--- src/rtl/equiv_check_sequencer_if.sv ---
// Stimulus/compare bus between the equivalence sequencer and the harness around the two DUTs.
// master = sequencer side, slave = harness side.
interface equiv_check_sequencer_if #(
  parameter int IN_W  = 12,
  parameter int OUT_W = 20,
  parameter int CNT_W = 20
);
  logic             start;
  logic [31:0]      seed;
  logic [CNT_W-1:0] num_vectors;
  logic [IN_W-1:0]  stim;
  logic [OUT_W-1:0] spec_out;
  logic [OUT_W-1:0] impl_out;
  logic             busy;
  logic             done;
  logic             pass;
  logic [15:0]      fail_count;
  logic [CNT_W-1:0] vec_count;
  logic [IN_W-1:0]  first_fail_stim;
  logic [OUT_W-1:0] first_fail_mask;

  modport master (
    input  start, seed, num_vectors, spec_out, impl_out,
    output stim, busy, done, pass, fail_count, vec_count, first_fail_stim, first_fail_mask
  );

  modport slave (
    output start, seed, num_vectors, spec_out, impl_out,
    input  stim, busy, done, pass, fail_count, vec_count, first_fail_stim, first_fail_mask
  );
endinterface

--- src/rtl/equiv_check_sequencer.sv ---
// LFSR stimulus / settle / compare sequencer for spec-vs-impl equivalence runs.
// Optional macro EQCHK_STOP_ON_FAIL_EN: end the run at the first mismatching vector.
module equiv_check_sequencer #(
  parameter int IN_W   = 12,
  parameter int OUT_W  = 20,
  parameter int CNT_W  = 20,
  parameter int SETTLE = 2
) (
  input  logic                  clk,
  input  logic                  rst_n,
  equiv_check_sequencer_if.master bus
);
  localparam logic [31:0] TAPS = 32'h8020_0003;
  localparam int          SW   = (SETTLE > 1) ? $clog2(SETTLE) : 1;

  typedef enum logic [2:0] {S_IDLE, S_LOAD, S_SETTLE, S_CHECK, S_FINISH} state_e;

  state_e           state_q, state_d;
  logic [31:0]      lfsr_q, lfsr_d, lfsr_adv;
  logic [IN_W-1:0]  stim_q, stim_d, ffs_q, ffs_d;
  logic [OUT_W-1:0] ffm_q, ffm_d, diff;
  logic [SW-1:0]    settle_q, settle_d;
  logic [CNT_W-1:0] num_q, num_d, vec_q, vec_d, vec_inc;
  logic [15:0]      fail_q, fail_d;
  logic             pass_q, pass_d, mismatch;

  assign lfsr_adv = {1'b0, lfsr_q[31:1]} ^ (lfsr_q[0] ? TAPS : 32'h0);
  assign vec_inc  = vec_q + CNT_W'(1);
  assign diff     = bus.spec_out ^ bus.impl_out;

  // case matching is exact in simulation, so any X/Z bit in diff lands in default
  always_comb begin
    case (diff)
      {OUT_W{1'b0}}: mismatch = 1'b0;
      default:       mismatch = 1'b1;
    endcase
  end

  always_comb begin
    state_d  = state_q;
    lfsr_d   = lfsr_q;
    stim_d   = stim_q;
    settle_d = settle_q;
    num_d    = num_q;
    vec_d    = vec_q;
    fail_d   = fail_q;
    ffs_d    = ffs_q;
    ffm_d    = ffm_q;
    pass_d   = pass_q;
    case (state_q)
      S_IDLE: begin
        if (bus.start) begin
          lfsr_d  = (bus.seed == 32'h0) ? 32'h1 : bus.seed;
          num_d   = bus.num_vectors;
          vec_d   = '0;
          fail_d  = '0;
          ffs_d   = '0;
          ffm_d   = '0;
          pass_d  = 1'b0;
          state_d = (bus.num_vectors == '0) ? S_FINISH : S_LOAD;
        end
      end
      S_LOAD: begin
        lfsr_d   = lfsr_adv;
        stim_d   = lfsr_adv[IN_W-1:0];
        settle_d = SW'(SETTLE - 1);
        state_d  = S_SETTLE;
      end
      S_SETTLE: begin
        if (settle_q == '0) state_d = S_CHECK;
        else                settle_d = settle_q - SW'(1);
      end
      S_CHECK: begin
        vec_d = vec_inc;
        if (mismatch) begin
          if (fail_q != 16'hFFFF) fail_d = fail_q + 16'd1;
          if (fail_q == 16'h0) begin
            ffs_d = stim_q;
            ffm_d = diff;
          end
        end
        state_d = (vec_inc == num_q) ? S_FINISH : S_LOAD;
`ifdef EQCHK_STOP_ON_FAIL_EN
        if (mismatch) state_d = S_FINISH;
`else
`endif
      end
      S_FINISH: begin
        pass_d  = (fail_q == 16'h0);
        state_d = S_IDLE;
      end
      default: state_d = S_IDLE;
    endcase
  end

  always_ff @(posedge clk or negedge rst_n) begin
    if (!rst_n) begin
      state_q  <= S_IDLE;
      lfsr_q   <= 32'h1;
      stim_q   <= '0;
      settle_q <= '0;
      num_q    <= '0;
      vec_q    <= '0;
      fail_q   <= '0;
      ffs_q    <= '0;
      ffm_q    <= '0;
      pass_q   <= 1'b0;
    end else begin
      state_q  <= state_d;
      lfsr_q   <= lfsr_d;
      stim_q   <= stim_d;
      settle_q <= settle_d;
      num_q    <= num_d;
      vec_q    <= vec_d;
      fail_q   <= fail_d;
      ffs_q    <= ffs_d;
      ffm_q    <= ffm_d;
      pass_q   <= pass_d;
    end
  end

  assign bus.stim            = stim_q;
  assign bus.busy            = (state_q == S_LOAD) || (state_q == S_SETTLE) || (state_q == S_CHECK);
  assign bus.done            = (state_q == S_FINISH);
  assign bus.pass            = pass_q;
  assign bus.fail_count      = fail_q;
  assign bus.vec_count       = vec_q;
  assign bus.first_fail_stim = ffs_q;
  assign bus.first_fail_mask = ffm_q;
endmodule
--- src/flat_wrapper.sv ---
// flat-port wrapper written by rule: the top's interface ports become plain ports
module equiv_check_sequencer_flat 
#(
  parameter int IN_W   = 12,
  parameter int OUT_W  = 20,
  parameter int CNT_W  = 20,
  parameter int SETTLE = 2
)
  (clk, rst_n, bus_start, bus_seed, bus_num_vectors, bus_spec_out, bus_impl_out, bus_stim, bus_busy, bus_done, bus_pass, bus_fail_count, bus_vec_count, bus_first_fail_stim, bus_first_fail_mask);
  equiv_check_sequencer_if #(.IN_W(IN_W), .OUT_W(OUT_W), .CNT_W(CNT_W)) bus_i ();
  input  logic clk;
  input  logic rst_n;
  input wire logic [$bits(bus_i.start)-1:0] bus_start;
  input wire logic [$bits(bus_i.seed)-1:0] bus_seed;
  input wire logic [$bits(bus_i.num_vectors)-1:0] bus_num_vectors;
  input wire logic [$bits(bus_i.spec_out)-1:0] bus_spec_out;
  input wire logic [$bits(bus_i.impl_out)-1:0] bus_impl_out;
  output wire logic [$bits(bus_i.stim)-1:0] bus_stim;
  output wire logic [$bits(bus_i.busy)-1:0] bus_busy;
  output wire logic [$bits(bus_i.done)-1:0] bus_done;
  output wire logic [$bits(bus_i.pass)-1:0] bus_pass;
  output wire logic [$bits(bus_i.fail_count)-1:0] bus_fail_count;
  output wire logic [$bits(bus_i.vec_count)-1:0] bus_vec_count;
  output wire logic [$bits(bus_i.first_fail_stim)-1:0] bus_first_fail_stim;
  output wire logic [$bits(bus_i.first_fail_mask)-1:0] bus_first_fail_mask;
  assign bus_i.start = bus_start;
  assign bus_i.seed = bus_seed;
  assign bus_i.num_vectors = bus_num_vectors;
  assign bus_i.spec_out = bus_spec_out;
  assign bus_i.impl_out = bus_impl_out;
  assign bus_stim = bus_i.stim;
  assign bus_busy = bus_i.busy;
  assign bus_done = bus_i.done;
  assign bus_pass = bus_i.pass;
  assign bus_fail_count = bus_i.fail_count;
  assign bus_vec_count = bus_i.vec_count;
  assign bus_first_fail_stim = bus_i.first_fail_stim;
  assign bus_first_fail_mask = bus_i.first_fail_mask;
  equiv_check_sequencer #(.IN_W(IN_W), .OUT_W(OUT_W), .CNT_W(CNT_W), .SETTLE(SETTLE)) u_core (.clk(clk), .rst_n(rst_n), .bus(bus_i));
endmodule
--- config.mk ---
export PLATFORM = sky130hd
export DESIGN_NAME = equiv_check_sequencer_flat
export DESIGN_NICKNAME = d
export VERILOG_FILES = /design/src/rtl/equiv_check_sequencer_if.sv /design/src/rtl/equiv_check_sequencer.sv /design/src/flat_wrapper.sv
export SDC_FILE = /design/constraint.sdc
export NUM_CORES = 1
export LEC_CHECK = 0
export BUFFER_PORTS_ARGS = -buffer_cell sky130_fd_sc_hd__buf_4
export CORE_AREA = 2 2 110 193
export DETAILED_ROUTE_END_ITERATION = 12
export DIE_AREA = 0 0 112 195
export GPL_TIMING_DRIVEN = 0
export PLACE_DENSITY_LB_ADDON = 0.05
export SLEW_MARGIN = 0
export SYNTH_ARGS = -nofsm -noshare
export SYNTH_HDL_FRONTEND = slang
export SYNTH_SLANG_ARGS = --single-unit
--- constraint.sdc ---
create_clock -name clk -period 3.65 [get_ports clk]
set_clock_uncertainty 0.2 [all_clocks]
set_input_delay 0.73 -clock clk [delete_from_list [all_inputs] [get_ports clk]]
set_output_delay 0.73 -clock clk [all_outputs]
set_load 0.005 [all_outputs]
==> out/results.txt, run 1 <==
pwr dens - 770 mW/mm2
I/O Buffers - 177
critical path startpoint - u_core.bus.vec_count[0]
Final period util - 90.3%
R2R Path Start - u_core.bus.vec_count[0]
post-layout minimum cycle time - 3.30 ns
post-CTS setup buffers - 0
largest net degree at the start of global routing - 81
outcome - finished clean
wire length reported by the detailed router - 23700 um
post_cts resized - 0
drt pass-1 iters - 5
H-Tree Depth - 4
critical setup path kind - flop to flop
WL/cell - 19.1 um
via count - 6425
Top FF cell, synth - dfrtp_1
layout cell share with drive strength beyond 1 - 23.3%
Yosys cell types - 64
commonest non-fill, non-tap cells in the layout - buf_4, nand2_1, dfrtp_1, o21ai_0, nand3_1
DIE WIDTH - 112 um
Synth warnings - 0
Initial Utilization - 34.6%
Mapped Area - 0.00700 mm2
ANT cells - 0
Worst-path clk slew - 0.06 ns
sequential-to-total area share from yosys stat - 49.0%
critical path launch point type - flop
maximum VDD drop - 0.392 mV
headroom to the max-slew limit - 46.1%
Slew Viols, Final - 0
Sink Count - 137
IO Count - 178
Root Driver - clkbuf_16
Leak - 4.32 nW
vias per cell - 5.18
Hold Fails Final Rpt - 0
syn_area_per_cell - 8.93 um2
fin worst setup slack - 0.354 ns
leading cell type in the layout, fill and taps excluded - buf_4
first-pass GRT wire length - 36800 um
hpwl dp - 18400 um
DRC errors left - 0
Post-synth ARST share - 100%
Hold Crit Class - input pin to asynchronous set/reset pin
final cell count without fillers - 1241
clk buf depth - 2
Req. time, crit path - 3.76 ns
Die H - 195 um
top achievable clock speed - 303 MHz
RSZ-0062 raised after global routing - no
Die Area - 0.0218 mm2
Num CTS Buffers - 17
drt first-iter violations - 288
synthesized flop and latch total - 137
area growth from synthesis to layout - 33.7%
setup TNS - 0 ns
max cap viols - 0
vias in the first global route - 6526
Final GP Congestion - 0.892
TritonCTS clock tree - yes
Clock Latency Late Sink - 0.43 ns
syn nets - 881
fin nets - 1078
Slew @ Worst Pin - 0.802 ns
grt ovf - 0
post-placement cell count - 1209
Post-synth EDFFs - 0
Rows - 69
number of antenna violations at the first check in global routing - 0
setup violators final - 0
GRT Total Usage - 21.9%
Critical Path End Type - flop
CORE AREA - 0.0202 mm2
Cells after Synth - 783
crit path max fanout - 9
hold buffer count at CTS - 0
Post-DRT Antenna Nets - 0
post-place setup slack - 0.236 ns
worst path arrival time - 3.41 ns
-- per-layer routing --
layer,GRT usage (%),share of wire [%],up-vias
met5,0,0,-
met4,8.90,3.0,0
met3,4.84,4.1,35
met2,42.4,57,144
met1,22.4,36,3109
li1,-,-,3137
-- sequential cells by signal, indices dropped and copies added (netlist names), 3 cells and up --
signal and flops:
u_core.state_q 3, u_core.bus.first_fail_mask 20, u_core.bus.first_fail_stim 12, u_core.bus.vec_count 20, u_core.num_q 20, u_core.bus.fail_count 16
u_core.lfsr_q 32, u_core.bus.stim 12
-- synth_stat cells, types with 3 or more instances --
library cell / instances / area share (%)
a21oi_1: 10 / 0.72
a22oi_1: 28 / 3.0
and2_1: 3 / 0.27
buf_1: 8 / 0.43
buf_2: 5 / 0.36
clkbuf_1: 37 / 2.0
dfrtp_1: 136 / 49
ha_1: 3 / 0.54
inv_1: 23 / 1.2
mux2i_1: 4 / 0.57
nand2_1: 170 / 9.1
nand2b_1: 6 / 0.54
nand3_1: 48 / 3.4
nand4_1: 16 / 1.4
nor2_1: 37 / 2.0
nor2b_1: 3 / 0.27
nor3_1: 12 / 0.86
nor4_1: 22 / 2.0
nor4b_1: 3 / 0.38
o211ai_1: 8 / 0.86
o21ai_0: 76 / 5.4
o31ai_1: 13 / 1.4
o41ai_1: 3 / 0.38
or3_1: 6 / 0.54
or4_1: 5 / 0.54
xnor2_1: 36 / 4.5
xor2_1: 16 / 2.0
-- layout make-up --
cell class	count	area [um2]
timing repair buffer	178	1360
inverter	23	86.3
clock inverter	11	216
buffer	52	209
multi-input combinational	571	3270
fill	2059	10800
clock buffer	21	470
tap	248	310
sequential	137	3430
-- worst max-delay path, cell delays in order (launching register included) --
cell,delay [ns]
dfrtp_1,0.47
ha_1,0.19
clkbuf_1,0.35
nand2_1,0.28
nor3_1,0.50
mux2i_1,0.25
a21oi_1,0.09
nor4_1,0.51
o2111a_1,0.27
o21ai_1,0.06
-- worst paths after layout --
| path | to | slack, ns | cells after the start |
|---|---|---|---|
| max | u_core.state_q[0] | 0.35 | 9 |
| min | u_core.bus.vec_count[15] | 0.06 | 1 |
| max reg2reg | u_core.state_q[0] | 0.35 | 9 |
| min reg2reg | u_core.lfsr_q[27] | 0.27 | 2 |
| max in group asynchronous | u_core.lfsr_q[0] | 2.38 | 2 |
| min in group clk | u_core.lfsr_q[27] | 0.27 | 2 |
-- per-stage QoR --
| step | utilization (%) | hold WS (ns) | instance area (um2) | power [mW] |
|---|---|---|---|---|
| floorplan | - | 0.234 | 7000 | 4.02 |
| global placement | 42.7 | 0.261 | 8630 | 5.23 |
| detailed placement | 42.9 | 0.263 | 8670 | 5.26 |
| CTS | 46.3 | 0.0839 | 9350 | 7.31 |
| global route | 46.3 | 0.103 | 9350 | 7.72 |
| finish | 46.3 | 0.0559 | 9350 | 7.21 |
-- report_power, final --
group          leakage, nW  switching, mW  internal (mW)  total [mW]
Sequential            1.77          0.364           2.05        2.42
Combinational         2.22           1.68           1.10        2.78
Clock                0.326          0.674           1.34        2.01
-- kinds of logic after synthesis --
kind of cell | share of synthesized area, %
compound gates | 14.4
mux | 0.572
fa+ha+maj | 0.537
flops | 49.0
simple gates | 24.4
xor+xnor | 6.83
buf+inv | 4.22
No activity file was read; power rests on OpenSTA's default activity.
==> inputs of run 2 (changes only) <==
--- a/config.mk
+++ b/config.mk
@@ -10,7 +10,7 @@
 export DETAILED_ROUTE_END_ITERATION = 12
 export DIE_AREA = 0 0 112 195
 export GPL_TIMING_DRIVEN = 0
-export PLACE_DENSITY_LB_ADDON = 0.05
+export PLACE_DENSITY = 0.53
 export SLEW_MARGIN = 0
 export SYNTH_ARGS = -nofsm -noshare
 export SYNTH_HDL_FRONTEND = slang
==> out/results.txt, run 2 (synthesis gave the netlist of run 1 again) <==
clk buf depth - 2 (unchanged)
DIE WIDTH - 112 um (unchanged)
worst path arrival time - 3.45 ns (+0.04 ns)
Sink Count - 137 (unchanged)
top achievable clock speed - 303 MHz (-0.17%)
post-placement cell count - 1209 (unchanged)
layout cell share with drive strength beyond 1 - 23.4% (+0.10 points)
Req. time, crit path - 3.80 ns (+0.04 ns)
Rows - 69 (unchanged)
count of filler cells inserted in the layout - 2058 (-0.049%)
CP cell instances - buf_2 > nand4_2 > clkbuf_1 > nor3_1 > xor2_1 > o221a_2 > o21ai_0 > o2111ai_1 > o21ai_1
first-pass GRT wire length - 36200 um (-1.6%)
Hold Fails Final Rpt - 0 (unchanged)
I/O Buffers - 177 (unchanged)
hold buffer count at CTS - 0 (unchanged)
Biggest register - u_core.lfsr_q
Slew Viols, Final - 0 (unchanged)
R2R Path Start - u_core.bus.vec_count[3]
max FFs per register - 32 (unchanged)
family with the most delay on the worst path - compound AO/OA/AOI/OAI gates
max cap viols - 0 (unchanged)
Critical Path End Type - flop
post-layout power - 7.10 mW (-1.5%)
Slowest Stage Delay on Critical Path - 0.61 ns (+0.10 ns)
Num CTS Buffers - 17 (unchanged)
worst path bufs/invs - 2 (+1)
Crit Reg-Reg Endpoint - u_core.state_q[2]
post-place setup slack - 0.214 ns (-0.0218 ns)
fin nets - 1078 (unchanged)
Root Driver - clkbuf_16
maximum VDD drop - 0.360 mV (-8.2%)
critical setup path kind - flop to flop
DRC errors left - 0 (unchanged)
Slew @ Worst Pin - 0.737 ns (-0.0645 ns)
wire length reported by the detailed router - 23300 um (-1.6%)
fin worst setup slack - 0.348 ns (-0.00563 ns)
crit path max fanout - 10 (+1)
setup violators final - 0 (unchanged)
largest net degree at the start of global routing - 88 (+8.6%)
crit path to - u_core.state_q[2]
leading cell type in the layout, fill and taps excluded - buf_4
critical path depth - 9 (unchanged)
WL/cell - 18.8 um (-1.6%)
headroom to the max-slew limit - 50.4% (+4.3 points)
critical path launch point type - flop
final core occ - 46.2% (-0.14 points)
grt ovf - 0 (unchanged)
R2R setup slack - 0.35 ns (about the same)
TritonCTS clock tree - yes
Min Hold Slack - 0.0394 ns (-0.0164 ns)
R2R cell count - 9 (unchanged)
number of antenna violations at the first check in global routing - 0 (unchanged)
via count - 6453 (+0.44%)
outcome - finished clean
Seq. cell area - 0.00343 mm2 (unchanged)
fin area - 0.00932 mm2 (-0.31%)
commonest non-fill, non-tap cells in the layout - buf_4, nand2_1, dfrtp_1, o21ai_0, nand3_1
setup TNS - 0 ns (unchanged)
drt pass-1 iters - 4 (-1)
Die H - 195 um (unchanged)
RSZ-0062 raised after global routing - no
Area after DPL - 0.00867 mm2 (unchanged)
GRT Total Usage - 21.5% (-0.45 points)
IO Count - 178 (unchanged)
drt first-iter violations - 235 (-18%)
Initial Utilization - 34.6% (unchanged)
Die Area - 0.0218 mm2 (unchanged)
CORE AREA - 0.0202 mm2 (unchanged)
ANT cells - 0 (unchanged)
critical path startpoint - u_core.bus.vec_count[3]
Post-DRT Antenna Nets - 0 (unchanged)
Worst-path clk slew - 0.06 ns (about the same)
CP max-delay cell - nor3_1
hpwl dp - 18200 um (-1.2%)
Hold Crit Class - input pin to asynchronous set/reset pin
vias per cell - 5.20 (+0.44%)
pwr dens - 761 mW/mm2 (-1.2%)
Clock Latency Late Sink - 0.43 ns (about the same)
area growth from synthesis to layout - 33.3%
Final period util - 90.5% (+0.15 points)
Multi-input gate area - 0.00328 mm2 (+0.15%)
Leak - 4.31 nW (-0.31%)
final cell count without fillers - 1241 (unchanged)
vias in the first global route - 6537 (+0.17%)
Final GP Congestion - 0.881 (-1.3%)
H-Tree Depth - 4 (unchanged)
post-layout minimum cycle time - 3.30 ns (+0.00563 ns)
run 2: changes by cell type in the layout (fill, tap and decap cells not counted):
cell and change:
clkbuf_8 -1, nor3_1 -1, bufinv_16 -1, nor3_2 +1, clkinv_2 +2
run 2: layout make-up:
class	count	area share, %
Timing Repair Buffer	178	14.6
Clock inverter	12	2.11
Sequential cell	137	36.8
Buffer	52	2.24
Tap cell	248	3.33
Inverter	23	0.926
Clock buffer	20	4.90
Multi-Input combinational cell	571	35.1
run 2: repair_timing:
item / 4_1_cts / 5_1_grt
resized for setup: 0 / 1
setup buffers: 0 / 0
endpoints found under the setup margin: 0 / 2
run 2: worst min-delay path by stage:
stage	startpoint	end	slack [ns]	depth (start not counted)
3_3_place_gp	u_core.lfsr_q[31]	u_core.lfsr_q[31]	0.25	2
6_report	rst_n	u_core.num_q[12]	0.04	1
2_1_floorplan	rst_n	u_core.bus.fail_count[0]	0.23	0
4_1_cts	rst_n	u_core.num_q[12]	0.06	1
3_5_place_dp	u_core.lfsr_q[31]	u_core.lfsr_q[31]	0.26	2
5_1_grt	rst_n	u_core.num_q[12]	0.08	1
run 2: report_power, final:
part           leakage, nW  internal (mW)  switching [mW]
logic                 2.22           1.09            1.63
clock network        0.312           1.25           0.685
registers             1.77           2.05           0.388
total                 4.31           4.39            2.70
run 2: per-layer routing:
layer,up-vias,share of wire [%],GRT usage (%)
li1,3139,-,-
met1,3114,36,21.7
met3,48,3.9,4.81
met2,152,56,41.4
met4,0,4.0,9.44
met5,-,0,0
==> inputs of run 3 (changes only) <==
--- a/config.mk
+++ b/config.mk
@@ -6,11 +6,11 @@
 export NUM_CORES = 1
 export LEC_CHECK = 0
 export BUFFER_PORTS_ARGS = -buffer_cell sky130_fd_sc_hd__buf_4
-export CORE_AREA = 2 2 110 193
+export CORE_AREA = 2 2 90 156
 export DETAILED_ROUTE_END_ITERATION = 12
-export DIE_AREA = 0 0 112 195
+export DIE_AREA = 0 0 92 158
 export GPL_TIMING_DRIVEN = 0
-export PLACE_DENSITY = 0.53
+export PLACE_DENSITY = 0.76
 export SLEW_MARGIN = 0
 export SYNTH_ARGS = -nofsm -noshare
 export SYNTH_HDL_FRONTEND = slang
==> out/results.txt, run 3 (synthesis gave the netlist of run 1 again) <==
Comb pwr share - 39.0% (+0.6 points)
Switch Pwr - 2.72 mW (+0.70%)
Die H - 158 um (-19%)
layout cell share with drive strength beyond 1 - 23.4% (unchanged)
post_cts resized - 0 (unchanged)
Req. time, crit path - 3.76 ns (-0.04 ns)
GRT Total Usage - 29.9% (+8.4 points)
top achievable clock speed - 299 MHz (-1.2%)
Die Area - 0.0145 mm2 (-33%)
Num CTS Buffers - 17 (unchanged)
first-pass GRT wire length - 33500 um (-7.5%)
vias in the first global route - 6561 (+0.37%)
pwr dens - 759 mW/mm2 (-0.30%)
setup TNS - 0 ns (unchanged)
hpwl dp - 16200 um (-11%)
Initial Utilization - 52.5% (+18 points)
post-layout minimum cycle time - 3.34 ns (+0.0394 ns)
fin worst setup slack - 0.309 ns (-0.0394 ns)
headroom to the max-slew limit - 53.4% (+3.0 points)
fin nets - 1078 (unchanged)
I/O Buffers - 177 (unchanged)
largest net degree at the start of global routing - 80 (-9.1%)
crit path max fanout - 9 (-1)
Rows - 56 (-19%)
clock power share - 26.2% (-1.0 points)
Slew @ Worst Pin - 0.692 ns (-0.0453 ns)
Hold Fails Final Rpt - 0 (unchanged)
Critical Path End Type - flop
number of antenna violations at the first check in global routing - 0 (unchanged)
R2R cell count - 9 (unchanged)
Slew Viols, Final - 0 (unchanged)
H-Tree Depth - 4 (unchanged)
Leak - 4.30 nW (-0.21%)
Slowest Stage Delay on Critical Path - 0.50 ns (-0.11 ns)
clk buf depth - 2 (unchanged)
DRC errors left - 0 (unchanged)
max cap viols - 0 (unchanged)
CORE AREA - 0.0133 mm2 (-34%)
Crit Reg-Reg Endpoint - u_core.state_q[0]
IO Count - 178 (unchanged)
Biggest register - u_core.lfsr_q
hold buffer count at CTS - 0 (unchanged)
critical path launch point type - flop
ANT cells - 0 (unchanged)
RSZ-0062 raised after global routing - no
vias per cell - 5.72 (+10%)
WL/cell - 18.1 um (-3.5%)
Clock Latency Late Sink - 0.43 ns (about the same)
drt pass-1 iters - 6 (+2)
Final period util - 91.5% (+1.1 points)
via count - 6672 (+3.4%)
post-place setup slack - 0.366 ns (+0.152 ns)
maximum VDD drop - 0.498 mV (+38%)
Root Driver - clkbuf_16
Post-DRT Antenna Nets - 0 (unchanged)
setup violators final - 0 (unchanged)
Reg power frac - 34.8% (+0.4 points)
DIE WIDTH - 92 um (-18%)
Hold Crit Class - input pin to asynchronous set/reset pin
TritonCTS clock tree - yes
Int Pwr - 4.26 mW (-3.1%)
R2R setup slack - 0.31 ns (-0.04 ns)
post-CTS setup buffers - 0 (unchanged)
area growth from synthesis to layout - 31.5%
Sw Ratio - 39.0% (+0.91 points)
max FFs per register - 32 (unchanged)
grt ovf - 0 (unchanged)
R2R Path Start - u_core.bus.vec_count[0]
commonest non-fill, non-tap cells in the layout - buf_4, nand2_1, dfrtp_1, o21ai_0, nand3_1
leading cell type in the layout, fill and taps excluded - buf_4
worst path arrival time - 3.45 ns (about the same)
critical setup path kind - flop to flop
CP max-delay cell - nor4_1
Worst-path clk slew - 0.07 ns (about the same)
CP cell instances - ha_1 > clkbuf_1 > nand2_1 > nor3_1 > mux2i_1 > a21oi_1 > nor4_1 > o2111a_1 > o21ai_1
Final GP Congestion - 0.887 (+0.70%)
wire length reported by the detailed router - 21200 um (-9.3%)
drt first-iter violations - 420 (+79%)
outcome - finished clean
Sink Count - 137 (unchanged)
run 3: changes by cell type in the layout (fill, tap and decap cells not counted):
cell	previous run	this run
bufinv_16	5	3
clkinv_2	3	0
clkbuf_8	2	1
inv_6	0	6
clkbuf_1	38	37
nor3_1	11	12
nor3_2	1	0
clkinvlp_4	3	1
clkinv_4	1	4
run 3: layout make-up:
class	count	area, um2
tap	174	218
clock buffer	18	439
sequential	137	3430
inverter	23	86.3
multi-input combinational	571	3270
fill	1106	4120
timing repair buffer	178	1360
clock inverter	14	185
buffer	52	209
run 3: metrics by stage:
stage               cells  total power [mW]  instance area, um2  utilization [%]  hold WS [ns]
floorplan             783              4.02                7000                -         0.234
global placement     1134              5.08                8540             64.2         0.255
detailed placement   1135              5.16                8570             64.4         0.257
CTS                  1167              7.00                9200             69.1        0.0821
global route         1167              7.44                9200             69.1         0.100
finish               1167              6.98                9200             69.1        0.0540
run 3: per-layer routing:
layer / track usage, % / wire length, um
met3: 5.47 / 1110
met5: 0 / 0
met1: 32.2 / 7470
met2: 55.7 / 11700
met4: 14.6 / 879
run 3: worst max-delay path by stage:
| stage | startpoint | to | slack [ns] |
|---|---|---|---|
| after floorplan | bus_impl_out[16] | u_core.bus.first_fail_mask[16] | 0.98 |
| after global placement | bus_impl_out[2] | u_core.bus.first_fail_mask[16] | 0.42 |
| after detailed placement | u_core.bus.vec_count[0] | u_core.state_q[0] | 0.37 |
| after CTS | u_core.bus.vec_count[0] | u_core.state_q[0] | 0.34 |
| after global routing | u_core.bus.vec_count[0] | u_core.state_q[2] | 0.04 |
| final | u_core.bus.vec_count[0] | u_core.state_q[0] | 0.31 |
run 3: power groups by stage:
stage / registers (mW) / clock network [mW] / logic (mW)
finish: 2.43 / 1.83 / 2.72
global route: 2.49 / 1.90 / 3.05
CTS: 2.42 / 1.84 / 2.73
detailed placement: 2.43 / 0 / 2.72
global placement: 2.42 / 0 / 2.66
floorplan: 2.38 / 0 / 1.64
run 3: critical path, delay by kind of cell, from the launching register on:
kind / cells / cell delay (ns)
muxes: 1 / 0.25
AOI/OAI and AO/OA: 3 / 0.44
buffers and inverters: 1 / 0.39
adders and majority gates: 1 / 0.19
and+or+nand+nor: 3 / 1.26
DFF: 1 / 0.49
